**config.mk**
```make
export PLATFORM = sky130hd
export DESIGN_NAME = mux_scanner_flat
export DESIGN_NICKNAME = d
export VERILOG_FILES = /design/src/rtl/mux_scanner_pkg.sv /design/src/rtl/mux_scanner_if.sv /design/src/rtl/mux_scan_settle_timer.sv /design/src/rtl/mux_scanner.sv /design/src/flat_wrapper.sv
export SDC_FILE = /design/constraint.sdc
export NUM_CORES = 1
export LEC_CHECK = 0
export CAP_MARGIN = 20
export CORE_MARGIN = 10
export CORE_UTILIZATION = 45
export DETAILED_ROUTE_END_ITERATION = 8
export PLACE_DENSITY = 0.7
export SYNTH_ARGS = -nofsm -noshare
export SYNTH_HDL_FRONTEND = slang
export SYNTH_HIERARCHICAL = 1
export SYNTH_SLANG_ARGS = --single-unit
```
**constraint.sdc**
```tcl
create_clock -name clk -period 2.3 [get_ports clk]
set_clock_uncertainty 0.1 [all_clocks]
set_input_delay 0.46 -clock clk [delete_from_list [all_inputs] [get_ports clk]]
set_output_delay 0.46 -clock clk [all_outputs]
set_load 0.1 [all_outputs]
```
**src/rtl/mux_scanner_pkg.sv**
```systemverilog
// mux_scanner_pkg: shared state type and channel constants for the 8-channel mux scanner
package mux_scanner_pkg;
    localparam int NUM_CH = 8;
    localparam int SEL_W  = 3;
    typedef enum logic [1:0] {IDLE, SETTLE, DONE} scan_state_t;
endpackage

```
**src/rtl/mux_scanner_if.sv**
```systemverilog
// mux_scanner_if: mux select/sample lines plus the result valid/ready handshake.
// The changed flag exists only when MUX_SCANNER_CHANGE_EN is defined.
interface mux_scanner_if;
    import mux_scanner_pkg::*;
    logic              start;
    logic              y;
    logic              ready;
    logic              sl_2;
    logic              sl_1;
    logic              sl_0;
    logic              busy;
    logic [NUM_CH-1:0] data;
    logic              valid;
`ifdef MUX_SCANNER_CHANGE_EN
    logic              changed;
`endif
    modport master (
        input  start, y, ready,
        output sl_2, sl_1, sl_0, busy, data, valid
`ifdef MUX_SCANNER_CHANGE_EN
        , output changed
`endif
    );
    modport slave (
        output start, y, ready,
        input  sl_2, sl_1, sl_0, busy, data, valid
`ifdef MUX_SCANNER_CHANGE_EN
        , input changed
`endif
    );
endinterface

```
**src/rtl/mux_scan_settle_timer.sv**
```systemverilog
// mux_scan_settle_timer: counts 0..SETTLE while enabled; expire marks the sampling cycle
module mux_scan_settle_timer #(
    parameter int SETTLE = 1
) (
    input  logic clk,
    input  logic rst_n,
    input  logic clear,
    input  logic enable,
    output logic expire
);
    localparam int CW = (SETTLE < 1) ? 1 : $clog2(SETTLE + 1);
    logic [CW-1:0] cnt;
    assign expire = enable && (cnt == CW'(SETTLE));
    // wrap to zero on expiry so the next channel starts a fresh settle window
    always_ff @(posedge clk or negedge rst_n) begin
        if (!rst_n)
            cnt <= '0;
        else if (clear || expire)
            cnt <= '0;
        else if (enable)
            cnt <= cnt + 1'b1;
    end
endmodule

```
**src/rtl/mux_scanner.sv**
```systemverilog
// mux_scanner: steps an 8:1 mux through all channels, samples y after a settle
// window, and delivers the packed byte over valid/ready.
// Optional MUX_SCANNER_CHANGE_EN adds a changed flag against the last delivered byte.
module mux_scanner import mux_scanner_pkg::*; #(
    parameter int SETTLE = 1
) (
    input  logic          clk,
    input  logic          rst_n,
    mux_scanner_if.master bus
);
    scan_state_t       state;
    logic [SEL_W-1:0]  ch;
    logic [NUM_CH-1:0] shadow;
    logic [NUM_CH-1:0] sh_next;
    logic [NUM_CH-1:0] data;
    logic              busy;
    logic              valid;
    logic              expire;
`ifdef MUX_SCANNER_CHANGE_EN
    logic [NUM_CH-1:0] prev;
    logic              changed;
    assign bus.changed = changed;
`endif

    assign {bus.sl_2, bus.sl_1, bus.sl_0} = ch;
    assign bus.busy  = busy;
    assign bus.data  = data;
    assign bus.valid = valid;

    mux_scan_settle_timer #(.SETTLE(SETTLE)) u_timer (
        .clk    (clk),
        .rst_n  (rst_n),
        .clear  (state != mux_scanner_pkg::SETTLE),
        .enable (state == mux_scanner_pkg::SETTLE),
        .expire (expire)
    );

    // shadow with the current channel's sample merged in; becomes data on the last channel
    always_comb begin
        sh_next     = shadow;
        sh_next[ch] = bus.y;
    end

    // scan FSM: IDLE waits for start, SETTLE walks the channels, DONE holds the result
    always_ff @(posedge clk or negedge rst_n) begin
        if (!rst_n) begin
            state   <= IDLE;
            ch      <= '0;
            shadow  <= '0;
            data    <= '0;
            busy    <= 1'b0;
            valid   <= 1'b0;
`ifdef MUX_SCANNER_CHANGE_EN
            prev    <= '0;
            changed <= 1'b0;
`endif
        end else begin
            case (state)
                IDLE: if (bus.start) begin
                    shadow <= '0;
                    ch     <= '0;
                    busy   <= 1'b1;
                    state  <= mux_scanner_pkg::SETTLE;
                end
                mux_scanner_pkg::SETTLE: if (expire) begin
                    shadow <= sh_next;
                    if (ch == SEL_W'(NUM_CH - 1)) begin
                        data    <= sh_next;
                        valid   <= 1'b1;
                        ch      <= '0;
                        state   <= DONE;
`ifdef MUX_SCANNER_CHANGE_EN
                        changed <= (sh_next != prev);
`endif
                    end else begin
                        ch <= ch + 1'b1;
                    end
                end
                DONE: if (bus.ready) begin
                    valid   <= 1'b0;
                    busy    <= 1'b0;
                    state   <= IDLE;
`ifdef MUX_SCANNER_CHANGE_EN
                    prev    <= data;
                    changed <= 1'b0;
`endif
                end
                default: state <= IDLE;
            endcase
        end
    end
endmodule

```
**src/flat_wrapper.sv**
```systemverilog
// flat-port wrapper written by rule: the top's interface ports become plain ports
module mux_scanner_flat import mux_scanner_pkg::*;
#(
    parameter int SETTLE = 1
)
  (clk, rst_n, bus_start, bus_y, bus_ready, bus_sl_2, bus_sl_1, bus_sl_0, bus_busy, bus_data, bus_valid);
  mux_scanner_if bus_i ();
  input  logic clk;
  input  logic rst_n;
  input wire logic [$bits(bus_i.start)-1:0] bus_start;
  input wire logic [$bits(bus_i.y)-1:0] bus_y;
  input wire logic [$bits(bus_i.ready)-1:0] bus_ready;
  output wire logic [$bits(bus_i.sl_2)-1:0] bus_sl_2;
  output wire logic [$bits(bus_i.sl_1)-1:0] bus_sl_1;
  output wire logic [$bits(bus_i.sl_0)-1:0] bus_sl_0;
  output wire logic [$bits(bus_i.busy)-1:0] bus_busy;
  output wire logic [$bits(bus_i.data)-1:0] bus_data;
  output wire logic [$bits(bus_i.valid)-1:0] bus_valid;
  assign bus_i.start = bus_start;
  assign bus_i.y = bus_y;
  assign bus_i.ready = bus_ready;
  assign bus_sl_2 = bus_i.sl_2;
  assign bus_sl_1 = bus_i.sl_1;
  assign bus_sl_0 = bus_i.sl_0;
  assign bus_busy = bus_i.busy;
  assign bus_data = bus_i.data;
  assign bus_valid = bus_i.valid;
  mux_scanner #(.SETTLE(SETTLE)) u_core (.clk(clk), .rst_n(rst_n), .bus(bus_i));
endmodule
```
==> out/summary.json <==
{
  "status": {
    "status": "finished, final reports clean"
  },
  "timing": {
    "maxClockFrequency_mhz": 507,
    "hold_viol_final": 0,
    "whs_ns": 0.383,
    "drv_slew": 0,
    "setup-tns-final_ns": 0,
    "setup-violations-final": 0,
    "setup_repair_after_global_routing_missed_its_margin": "no",
    "maxSlewHeadroom_pct": 67.3,
    "transition_time_at_the_pin_with_the_least_slew_margin_ns": 0.491,
    "final.period_utilization_pct": 85.8,
    "period_needed_ns": 1.97
  },
  "place": {
    "detailedPlacementHpwl_um": 1960,
    "placed_cell_area_um2": 1460,
    "gp_congestion": 0.781,
    "place.port_buffers": 17
  },
  "detailed_routing": {
    "post_drt_wl_per_cell_um": 15.8,
    "dr.pass1.iters": 4,
    "detailed_route_drc_error_count": 0,
    "routed-via-count": 965,
    "number_of_nets_with_antenna_violations_after_detailed_routing": 0,
    "drt_first_iter_violations": 76,
    "wl_um": 2720,
    "vias_per_cell": 5.61
  },
  "final_layout": {
    "finish.instance_area_um2": 1510,
    "n_antenna_cell": 0,
    "final_core_util_pct": 59.9,
    "syn_to_final_growth_pct": 24.2,
    "drive_above_1_share_pct": 21.1,
    "nNetsFinal": 150
  },
  "clock_tree": {
    "cts-root-to-sink-buffers": 2,
    "cts_resized": 0,
    "ctsHtreeMaxLevel": 1,
    "tritoncts_clock_tree": "done",
    "cts_sinks": 24,
    "cts-buffers-inserted": 3,
    "ctsHoldBuffers": 0,
    "cts_root_buffer": "sky130_fd_sc_hd__clkbuf_4",
    "cts.reportedPaths.clkPinSlew_ns": 0.13,
    "clkLatencyLatePin_ns": 0.31,
    "cts_post_setup_buffers_inserted": 0
  },
  "synth": {
    "post_synth_num_cell_types": 30,
    "dominant_combinational_cell_family_by_area_after_synthesis": "simple AND/OR/NAND/NOR gates",
    "synthesis.yosys.warnings": 6,
    "syn_inst": 120,
    "yosysMostFrequentCell": "sky130_fd_sc_hd__dfrtp_1",
    "synthArstFlopShare_pct": 100,
    "synth_ff_type": "sky130_fd_sc_hd__dfrtp_1",
    "post_synth_fa_ha_maj_area_fraction_pct": 2.06,
    "share_of_cell_area_taken_by_muxes_after_synthesis_pct": 8.63,
    "synth_top_area_share_pct": 49.3,
    "synth_top_cell_by_area": "sky130_fd_sc_hd__dfrtp_1",
    "avg_inst_size_synth_um2": 10.1,
    "synth_compound_area_share_pct": 15.6,
    "syn_area_um2": 1220,
    "postSynthRegisterBits": 24,
    "synth.top_cells.by_count": "24 x sky130_fd_sc_hd__dfrtp_1, 15 x sky130_fd_sc_hd__nand2_1, 11 x sky130_fd_sc_hd__o21ai_0",
    "synth.yosys.seq_area_share_pct": 49.3,
    "synth.top_cells.by_area": "sky130_fd_sc_hd__dfrtp_1 49%, sky130_fd_sc_hd__mux2i_1 7.4%, sky130_fd_sc_hd__nand2_1 4.6%",
    "post_synth_and_or_nand_nor_area_fraction_pct": 18.0,
    "post_synth_xor_area_fraction_pct": 0.719,
    "synth-edff-count": 0,
    "postSynthNetCount": 127
  },
  "grt": {
    "grt_pass1_vias": 993,
    "grt_antenna_before_repair": 0,
    "grt_max_degree": 25,
    "grt_pass1_wl_um": 4770,
    "grt_util_all_layers_pct": 11.1,
    "grt.overflow.total": 0
  },
  "setup_path": {
    "worst_ep_required_time_ns": 2.41,
    "reg2reg_from": "u_core/state[0]",
    "setup.worst_path.start": "u_core/state[0]",
    "rr_endpoint": "u_core/ch[0]",
    "timing.reg2reg.worst_path_depth": 6,
    "ff2ff_setup_slack_ns": 0.33,
    "worst-endpoint-arrival_ns": 2.09,
    "worst_setup_path_endpoint": "u_core/ch[0]",
    "critPathKind": "flop to flop",
    "crit_path_max_fanout": 5,
    "crit_path_end_kind": "flop",
    "crit_path_launch_type": "flop"
  },
  "floorplanning": {
    "vertical_die_dimension_um": 72.0,
    "rows": 18,
    "chipWidth_um": 72.0,
    "initial_core_util_pct": 48.3,
    "num_io_pins": 18,
    "core_um2": 2520,
    "floorplan.die_area_um2": 5190
  },
  "worst_hold_path": {
    "hold_path_class": "input port to async pin"
  },
  "run": {
    "cap_violations": 0
  }
}
==> kinds of logic (layout without fill, tap and decap cells) <==
family / count (synthesis) / count (layout)
adder cells (fa/ha/maj): 2 / 2
AND/OR/NAND/NOR: 40 / 40
AO/OA/AOI/OAI: 28 / 28
XOR/XNOR: 1 / 1
multiplexers: 10 / 10
flip-flops: 24 / 24
buffers and inverters: 15 / 37
==> cell type report <==
type	count	area (um^2)
Inverter	6	22.5
Fill cell	221	1010
Tap cell	30	37.5
Clock inverter	1	30.0
Multi-Input combinational cell	81	548
Timing Repair Buffer	27	250
Clock buffer	3	22.5
Sequential cell	24	601
==> critical path, cell delays in order (launching register included) <==
cell and delay [ns]:
sky130_fd_sc_hd__dfrtp_1 0.41, sky130_fd_sc_hd__inv_1 0.10, sky130_fd_sc_hd__nor2_1 0.07, sky130_fd_sc_hd__and2_2 0.18, sky130_fd_sc_hd__mux2i_1 0.37, sky130_fd_sc_hd__or2_0 0.32, sky130_fd_sc_hd__mux2_4 0.33
==> registers in the layout, indices dropped and copies added, names as in the netlist <==
register            count
u_core/bus.data         8
u_core/state            2
u_core/ch               3
u_core/shadow           8
u_core/bus.valid        1
u_core/bus.busy         1
u_core/u_timer/cnt      1
==> placed cells by master (no fill, tap or decap), drive strengths merged, types with 2 or more instances in the layout <==
| cell type | netlist | final |
|---|---|---|
| a211o | 4 | 4 |
| a311oi | 5 | 5 |
| a32o | 2 | 2 |
| buf | 7 | 23 |
| clkbuf | 2 | 3 |
| clkdlybuf4s50 | 0 | 4 |
| dfrtp | 24 | 24 |
| ha | 2 | 2 |
| inv | 6 | 6 |
| mux2i | 9 | 9 |
| nand2 | 15 | 15 |
| nand3b | 3 | 3 |
| nand4b | 2 | 2 |
| nor2 | 3 | 3 |
| nor2b | 2 | 2 |
| nor3 | 6 | 6 |
| nor3b | 3 | 3 |
| o21ai | 11 | 11 |
| o22ai | 4 | 4 |
==> metrics by stage <==
stage          setup slack [ns]  cells
2_1_floorplan            0.0943    120
3_3_place_gp              0.210    168
3_5_place_dp              0.155    168
4_1_cts                   0.367    172
5_1_grt                   0.240    172
6_report                  0.327    172
==> worst min path at each step <==
stage               cells after the start            endpoint  slack (ns)
detailed placement                      2  u_core/bus.data[6]        0.37
floorplan                               0     u_core/bus.busy        0.06
finish                                  2  u_core/bus.data[7]        0.38
CTS                                     2  u_core/bus.data[7]        0.38
global placement                        2  u_core/bus.data[4]        0.36
global route                            2  u_core/bus.data[7]        0.38
==> metal layers <==
metal	vias up	GRT usage, %	wire, um
li1	477	-	-
met1	453	14.0	1190
met2	33	17.3	1300
met3	2	3.67	215
met4	0	3.66	13
met5	-	0	0
Power is left out: the tool's default activity adds up to more than one toggle a clock period on the data nets, which glitch-free logic cannot reach.
